$ cat src/rtl/queue_obj_pkg.sv
// Shared rename-stage constants: physical register tag width
// and the pointer-width helper used by the free list and the RATs.
package queue_obj_pkg;

    localparam int PREG_TAG_W = 6;

    function automatic int clog2(input int n);
        int r;
        r = 0;
        for (int v = 1; v < n; v = v * 2) begin
            r = r + 1;
        end
        return r;
    endfunction

endpackage

$ cat src/rtl/queue_obj.sv
// Circular show-ahead FIFO, used as the rename free list of
// physical registers; reset can preload tags LENGTH..2*LENGTH-1.
module queue_obj
    import queue_obj_pkg::*;
#(
    parameter int LENGTH        = 32,
    parameter int WIDTH         = PREG_TAG_W,
    parameter bit FILL_ON_RESET = 1'b1
) (
    input  logic             clk,
    input  logic             reset,
    input  logic             stall,
    input  logic             flush,
    input  logic             enque,
    input  logic [WIDTH-1:0] enque_data,
    input  logic             deque,
    output logic [WIDTH-1:0] deque_data,
    output logic             halt
);

    localparam int PW = clog2(LENGTH);
    localparam logic [PW:0] FULL = (PW+1)'(LENGTH);

    logic [WIDTH-1:0] mem [LENGTH];
    logic [PW-1:0]    head;
    logic [PW-1:0]    tail;
    logic [PW:0]      count;

    logic empty;
    logic pop;
    logic push;

    assign empty = (count == '0);
    assign pop   = deque && !stall && !flush && !empty;
    // a full queue still takes a push when a pop frees a slot
    assign push  = enque && ((count != FULL) || pop);

    always_ff @(posedge clk or negedge reset) begin
        if (!reset) begin
            for (int i = 0; i < LENGTH; i++) begin
                mem[i] <= FILL_ON_RESET ? WIDTH'(LENGTH + i) : '0;
            end
        end else if (push) begin
            mem[tail] <= enque_data;
        end
    end

    always_ff @(posedge clk or negedge reset) begin
        if (!reset) begin
            head  <= '0;
            tail  <= '0;
            count <= FILL_ON_RESET ? FULL : '0;
        end else begin
            if (pop) begin
                head <= head + PW'(1);
            end
            if (push) begin
                tail <= tail + PW'(1);
            end
            unique case ({push, pop})
                2'b10:   count <= count + (PW+1)'(1);
                2'b01:   count <= count - (PW+1)'(1);
                default: count <= count;
            endcase
        end
    end

    assign deque_data = empty ? '0 : mem[head];
    assign halt       = empty;

endmodule

$ cat config.mk
export PLATFORM = sky130hd
export DESIGN_NAME = queue_obj
export DESIGN_NICKNAME = d
export VERILOG_FILES = /design/src/rtl/queue_obj_pkg.sv /design/src/rtl/queue_obj.sv
export SDC_FILE = /design/constraint.sdc
export NUM_CORES = 1
export LEC_CHECK = 0
export CAP_MARGIN = 20
export CORE_MARGIN = 5
export CORE_UTILIZATION = 45
export CTS_CLUSTER_SIZE = 12
export DETAILED_ROUTE_END_ITERATION = 8
export DONT_BUFFER_PORTS = 1
export SLEW_MARGIN = 10
export SYNTH_ARGS = -nofsm -noshare
export SYNTH_HDL_FRONTEND = slang
export SYNTH_SLANG_ARGS = --single-unit
$ cat constraint.sdc
create_clock -name clk -period 3.15 [get_ports clk]
set_clock_uncertainty 0.15 [all_clocks]
set_input_delay 0.1575 -clock clk [delete_from_list [all_inputs] [get_ports clk]]
set_output_delay 0.1575 -clock clk [all_outputs]
set_load 0.01 [all_outputs]
After elaboration in Yosys (flattened, before gate mapping)

Cells that the tools add are included.

Reductions and logical operators: 11
Add/subtract/negate cells: 4
Order comparisons: 3
Bitwise gates (word level): 2
Equal/unequal tests: 3
Mux-type cells: 8

Operators with widths:

| operator            | count |
|---|---|
| $bwmux 192          | 1 |
| $bmux 6 s5          | 1 |
| $demux 6 s5         | 1 |
| $mux 6              | 4 |
| $ge 6x6->1 const B  | 2 |
| $not 5->6           | 2 |
| $pmux 6 s2          | 1 |
| $add 5x1->5 const B | 2 |
| $add 6x1->6 const B | 1 |
| $logic_not 6->1     | 1 |
| $lt 6x1->1 const B  | 1 |
| $ne 6x6->1 const B  | 1 |
| $sub 6x1->6 const B | 1 |
| $logic_and 1x1->1   | 5 |
| $logic_not 1->1     | 3 |
| $eq 2x1->1 const B  | 1 |
| $eq 2x2->1 const B  | 1 |
| $reduce_bool 2->1   | 1 |
| $logic_or 1x1->1    | 1 |

Flip-flop bits (word level): 208
Input bits: 12
Word-level logic and storage cells: 66
Output and inout bits: 7

Depth between registers and ports, before layout

Gate-level depths: netlist of run 1.

Word-level depth: 8
Gate-level depth with buffers: 12

Least setup slack after synthesis of run 1

No wires, ideal clock.

Path kind: register to register
Start point: register count[1]
End point: register count[4]
Path slack: 0.142 ns
Buffers on the path: 2
Arrival: 2.735 ns
Required time: 2.877 ns
Cell stages (with the launch flop): 13
Cell sequence: dfrtp_1 -> clkbuf_1 -> nor3_2 -> a41oi_1 -> inv_1 -> ha_1 -> clkbuf_1 -> xor2_1 -> ha_1 -> a211oi_1 -> a2111oi_0 -> a31oi_1 -> xnor2_1

Word-level cells in the longest chain between the ends: 7
Elaborated cells on any way between the ends: 12
Those cells by class: add/sub (2); eq/ne (3); mux (1); reduce/logical (6)

Ends and longest elaborated chain:

| element                                         | RTL line        | source |
|---|---|---|
| start: declaration                              | queue_obj.sv:27 | `logic [PW:0] count;` |
| start signal: assignment                        | queue_obj.sv:52 | `count <= FILL_ON_RESET ? FULL : '0;` |
| start signal: assignment                        | queue_obj.sv:61 | `2'b10: count <= count + (PW+1)'(1);` |
| start signal: assignment                        | queue_obj.sv:62 | `2'b01: count <= count - (PW+1)'(1);` |
| $logic_not 6->1                                 | queue_obj.sv:33 | `assign empty = (count == '0);` |
| $logic_not 1->1                                 | queue_obj.sv:34 | `assign pop = deque && !stall && !flush && !empty;` |
| $logic_and 1x1->1                               | queue_obj.sv:34 |  |
| $logic_or 1x1->1                                | queue_obj.sv:36 | `assign push = enque && ((count != FULL) \|\| pop);` |
| $logic_and 1x1->1                               | queue_obj.sv:36 |  |
| $eq 2x1->1 or $eq 2x2->1 (tied branches)        | queue_obj.sv:60 | `unique case ({push, pop})` |
| $pmux 6 s2 or $reduce_bool 2->1 (tied branches) | n/a             |  |

Several ways; a longest one is shown, not always the timed one.
A chain may end at the register's enable or synchronous reset.

Worst setup path after layout of run 1

Start point: register head[0]
End point: output port deque_data[3]

Word-level cells in the longest chain between the ends: 5

Ends and longest elaborated chain:

| element                                   | RTL line        | source |
|---|---|---|
| start: declaration                        | queue_obj.sv:25 | `logic [PW-1:0] head;` |
| start signal: assignment                  | queue_obj.sv:55 | `head <= head + PW'(1);` |
| $not 5->6 (implied by the code)           | queue_obj.sv:68 | `assign deque_data = empty ? '0 : mem[head];` |
| $bmux 6 s5                                | queue_obj.sv:68 |  |
| $mux 6 (implied by the code) (2 in a row) | queue_obj.sv:68 |  |
| $mux 6                                    | queue_obj.sv:68 |  |
| end: declaration                          | queue_obj.sv:17 | `output logic [WIDTH-1:0] deque_data,` |

Every way passes these cells. The select of a mux whose other input is x is not followed.

==> results of run 1 <==
-- synth_stat cells (all sizes together) --
cell       n  area share (%)
dfrtp     95              23
and3       3            0.19
o21ai      3            0.15
o211ai     6            0.45
and3b      4            0.35
a31oi      2            0.12
a211oi     7            0.52
ha         8            0.99
mux4      31             6.9
o2111ai    1           0.087
and4b      1           0.099
a41oi      5            0.84
a211o      1           0.087
a22oi      5            0.37
a2111oi    1           0.087
o22ai      6            0.37
xor2       3            0.26
a21oi      3            0.15
nor3b      3            0.22
nand4      3            0.19
o32a       1           0.099
o211a      5            0.49
o31a       1           0.087
a221oi     7            0.61
xnor2     12             1.0
mux2     221              25
clkbuf    33             1.2
nor2       3            0.11
or3b       1           0.087
buf       13            0.66
nor2b      9            0.56
mux2i      9            0.89
inv       10            0.37
nand3      9            0.45
nor3       8            0.45
nand2     53             2.6
nand2b     1           0.062
dfstp    113              29
-- layout make-up --
type	instances	area (um2)	area share, %
Clock inverter	3	40.0	0.351
Multi-Input combinational cell	436	4550	39.8
Timing Repair Buffer	36	390	3.42
Inverter	10	37.5	0.329
Sequential cell	208	5350	46.8
Clock buffer	41	706	6.18
Tap cell	280	350	3.07
-- power by group through the flow --
stage / combinational [W] / sequential (W) / clock, W
2_1_floorplan: 0.00322 / 0.00458 / 0
3_3_place_gp: 0.00387 / 0.00490 / 0
3_5_place_dp: 0.00397 / 0.00499 / 0
4_1_cts: 0.00409 / 0.00496 / 0.00271
5_1_grt: 0.00436 / 0.00512 / 0.00282
6_report: 0.00404 / 0.00497 / 0.00264
-- through the flow --
| step | cells | setup slack, ns |
|---|---|---|
| after global placement | 951 | 0.480 |
| after CTS | 1014 | 0.182 |
| final | 1014 | 0.165 |
| after detailed placement | 951 | 0.287 |
| after floorplan | 700 | 0.142 |
| after global routing | 1014 | 0.0447 |
-- cell families after synthesis --
family | after synthesis | share of synthesized area [%]
XOR/XNOR | 15 | 1.30
flip-flops | 208 | 52.8
adder cells (fa/ha/maj) | 8 | 0.989
multiplexers | 261 | 32.8
AO/OA/AOI/OAI | 54 | 4.51
buffers and inverters | 56 | 2.25
AND/OR/NAND/NOR | 98 | 5.30
-- registers in the layout (all words and copies together) (netlist names) --
name and cells:
mem 192, head 5, count 6, tail 5
-- how the worst max path moves through the flow --
stage	startpoint	endpoint	slack [ns]	cells after the start
final	head[0]	deque_data[3]	0.17	5
after global routing	count[0]	count[4]	0.04	11
after CTS	head[0]	deque_data[3]	0.18	5
after detailed placement	count[0]	count[4]	0.29	11
after global placement	flush	count[4]	0.48	10
after floorplan	count[1]	count[4]	0.14	12
-- metal layers --
layer	routed length, um	GRT usage [%]	share of wire [%]	up-vias
met5	0	0	0	-
met4	452	4.15	2.0	0
met3	727	2.96	3.2	33
met2	11100	30.0	49	74
met1	10600	25.3	46	3094
li1	-	-	-	2620
==> impl_metrics.tcl, run 1 <==
set metrics [dict create \
    status "complete, but fails checks" \
    failed_checks "hold timing" \
    layout_min_cycle_time_ns 2.98 \
    ys_ff_latch 208 \
    cts_max_path_buffers 3 \
    ant_nets 0 \
    postCtsHoldBufs 19 \
    num_io_pins 19 \
    crit_slowest_cell "dfrtp_2" \
    drv_slew 0 \
    syn_nets 720 \
    final_common_cell "mux2_2" \
    final_util_pct 52.0 \
    path_delay_family "compound AO/OA/AOI/OAI gates" \
    cts_tree "done" \
    powerDensity_nw_per_um2 1020 \
    synth_cells 700 \
    timing_worst_slew_pin_value_ns 0.713 \
    critPathBufInv 1 \
    cts_buffers 24 \
    p_comb_share_pct 34.7 \
    avgViaCountPerCell 5.74 \
    clockPowerShare_pct 22.7 \
    fin_nets 736 \
    power.total_w 0.0116 \
    insertion_delay_ns 0.51 \
    port-buffer-count 0 \
    internal-power_w 0.00799 \
    r2r_cells 11 \
    power.switching_w 0.00365 \
    vias 5821 \
    fp.dieH_um 160 \
    routedWlPerCell_um 22.6 \
    avgSynthCellArea_um2 14.5 \
    setup.worst_path.class "reg -> out" \
    drt_first_pass_iters 4 \
    dpl.hpwl_mm 14.7 \
    antenna_found_initial 0 \
    critPathMaxStageDelay_ns 0.61 \
    cp.required_ns 2.84 \
    grt.total_usage_pct 18.1 \
    final_cell_mix "mux2_2 (195), dfstp_2 (113), dfrtp_1 (93), nand2_1 (45), mux4_2 (31)" \
    ys_types 46 \
    grt_max_degree 209 \
    cap_violations 0 \
    arrival_ns 2.68 \
    yosys_warnings 0 \
    clockRootBuffer "clkbuf_16" \
    period_share_pct 94.8 \
    final_area_um2 11400 \
    ys_seq_area_share_pct 52.8 \
    rsz0062_at_grt "false" \
    cts-resized-gates 0 \
    p_sw_share_pct 31.4 \
    startpoint_type "register" \
    drt-total-wl_mm 22.9 \
    reg2reg_slack_ns 0.25 \
    htreeDepth 1 \
    drtIter0Drc 329 \
    drcViolationCount 0 \
    grt_pass1_wl_mm 37.0 \
    place_area_um2 10400 \
    die_w_um 160 \
    max_freq_mhz 335 \
    finalHoldViolCount 208 \
    post-cts-setup-buffers 0 \
    place_congestion 0.772 \
    max-vdd-ir-drop_mv 0.309 \
    finalSetupViolCount 0 \
    crit_path_end_kind "output pin" \
    area_growth_syn_to_layout_pct 12.8 \
    worstPathMaxFanout 15 \
    path_cells "buf_4, mux2_2, a221oi_1, o211ai_1, o211a_1" \
    reg2reg_to "count[4]" \
    netlist_area_um2 10100 \
    overflow 0 \
    fillCellCount 1816 \
    grt_pass1_vias 6454 \
    hold_class "in -> async" \
    max_slew_margin_pct 52.4 \
    core_area_um2 22000 \
    clk_pin_slew_ns 0.06 \
    fin_hold_ws_ns -0.796 \
    leakage_nw 4.91 \
    pwr-share-seq_pct 42.7 \
    layout-drive-gt1-share_pct 57.1 \
    num_rows 54 \
    fp.dieArea_um2 25600 \
    start_util_pct 46.1 \
    antennaDiodeCount 0 \
    cts_sinks 208 \
    tns_ns 0 \
    worstReg2RegStart "count[0]" \
]
Power figures use the tool's default switching activity.
==> run 2: changes to the inputs <==
==> constraint.sdc (replaced) <==
create_clock -name clk -period 3.24 [get_ports clk]
set_clock_uncertainty 0.15 [all_clocks]
set_input_delay 0.162 -clock clk [delete_from_list [all_inputs] [get_ports clk]]
set_output_delay 0.162 -clock clk [all_outputs]
set_load 0.01 [all_outputs]
==> impl_metrics.tcl, run 2 (synthesis results as in run 1) <==
set metrics [dict create \
    cp.required_ns 2.93 \
    port-buffer-count 0 \
    cts_max_path_buffers 3 \
    ant_nets 0 \
    core_area_um2 22000 \
    status "complete, but fails checks" \
    drv_slew 0 \
    cap_violations 0 \
    htreeDepth 1 \
    finalSetupViolCount 0 \
    avgViaCountPerCell 5.83 \
    hold_class "in -> async" \
    arrival_ns 2.70 \
    drt-total-wl_mm 22.9 \
    r2r_cells 6 \
    routedWlPerCell_um 22.6 \
    largest_reg_flops 192 \
    die_w_um 160 \
    grt.total_usage_pct 18.2 \
    grt_pass1_vias 6335 \
    cts-resized-gates 0 \
    rsz0062_at_grt "false" \
    crit_path_end_kind "output pin" \
    area_growth_syn_to_layout_pct 13.3 \
    dpl.hpwl_mm 14.4 \
    place_congestion 0.809 \
    grt_pass1_wl_mm 37.1 \
    cts_tree "done" \
    fin_hold_ws_ns -0.793 \
    fin_nets 732 \
    worstReg2RegStart "count[0]" \
    num_io_pins 19 \
    max-vdd-ir-drop_mv 0.346 \
    crit_start "head[0]" \
    max_freq_mhz 331 \
    regMostFlops "mem" \
    final_area_um2 11500 \
    startpoint_type "register" \
    insertion_delay_ns 0.50 \
    layout_min_cycle_time_ns 3.02 \
    start_util_pct 46.1 \
    leakage_nw 4.94 \
    cts_buffers 24 \
    finalWorstSetupSlack_ns 0.223 \
    place_area_um2 10400 \
    top_regs "mem (192), count (6)" \
    vias 5891 \
    final_common_cell "mux2_2" \
    drtIter0Drc 353 \
    drt_first_pass_iters 5 \
    clockRootBuffer "clkbuf_16" \
    setup.worst_path.class "reg -> out" \
    antennaDiodeCount 0 \
    layout-drive-gt1-share_pct 58.2 \
    num_rows 54 \
    reg2reg_slack_ns 0.25 \
    overflow 0 \
    worstPathMaxFanout 18 \
    finalHoldViolCount 208 \
    failed_checks "hold timing" \
    grt_max_degree 209 \
    drcViolationCount 0 \
    crit_end "deque_data[0]" \
    fp.dieH_um 160 \
    antenna_found_initial 0 \
    tns_ns 0 \
    final_cell_mix "mux2_2 (195), dfstp_2 (113), dfrtp_1 (93), nand2_1 (45), mux4_2 (31)" \
    fp.dieArea_um2 25600 \
    reg2reg_to "mem[134]" \
    postCtsHoldBufs 19 \
    max_slew_margin_pct 50.4 \
    clk_pin_slew_ns 0.06 \
    post-cts-setup-buffers 0 \
    dpl_worst_slack_ns 0.337 \
    timing_worst_slew_pin_value_ns 0.744 \
    final_util_pct 52.2 \
    powerDensity_nw_per_um2 1000 \
    cts_sinks 208 \
    period_share_pct 93.1 \
]
[run 2: cell count changes in the layout (fill, tap and decap cells not counted)]
cell / previous run / this run
bufinv_16: 1 / 2
clkinv_2: 2 / 7
buf_4: 16 / 12
clkbuf_1: 14 / 4
clkbuf_8: 2 / 6
[run 2: worst min-delay path by stage]
| stage | end | slack, ns | cells past startpoint | from |
|---|---|---|---|---|
| 6_report | count[4] | -0.79 | 0 | reset |
| 2_1_floorplan | count[0] | -0.28 | 0 | reset |
| 5_1_grt | count[2] | -0.82 | 0 | reset |
| 4_1_cts | count[2] | -0.81 | 0 | reset |
| 3_5_place_dp | count[2] | -0.27 | 0 | reset |
| 3_3_place_gp | count[3] | -0.27 | 0 | reset |
[run 2: layout make-up]
type | count | area (um2)
clock buffers | 35 | 723
clock inverters | 9 | 95.1
fillers | 1782 | 10500
inverters | 10 | 37.5
multi-input cells | 436 | 4550
flip-flops and latches | 208 | 5350
well taps | 280 | 350
repair buffers | 32 | 360
[run 2: metrics by stage]
step	total power, W	std cells	hold WS, ns
global route	0.0121	1010	-0.821
CTS	0.0116	1010	-0.811
floorplan	0.00758	700	-0.284
finish	0.0115	1010	-0.793
detailed placement	0.00868	947	-0.273
global placement	0.00850	947	-0.273
[run 2: critical path, stage by stage, from the launching register on]
cell	delay (ns)
dfrtp_2	0.66
buf_4	0.33
mux4_2	0.54
mux2i_1	0.29
o211ai_1	0.17
o211a_1	0.21
[run 2: routing by layer]
layer	vias up	global-route usage (%)	wire length, um
met2	98	29.8	11100
met3	42	3.35	884
li1	2606	-	-
met4	0	4.54	583
met1	3145	25.3	10300
met5	-	0	0
[run 2: power breakdown]
| part | switching (W) | internal, W | total (W) | leakage (nW) |
|---|---|---|---|---|
| logic | 0.00169 | 0.00214 | 0.00383 | 2.14 |
| registers | 0.000828 | 0.00406 | 0.00489 | 2.38 |
| clock network | 0.00103 | 0.00170 | 0.00274 | 0.412 |
| total | 0.00356 | 0.00790 | 0.0115 | 4.94 |
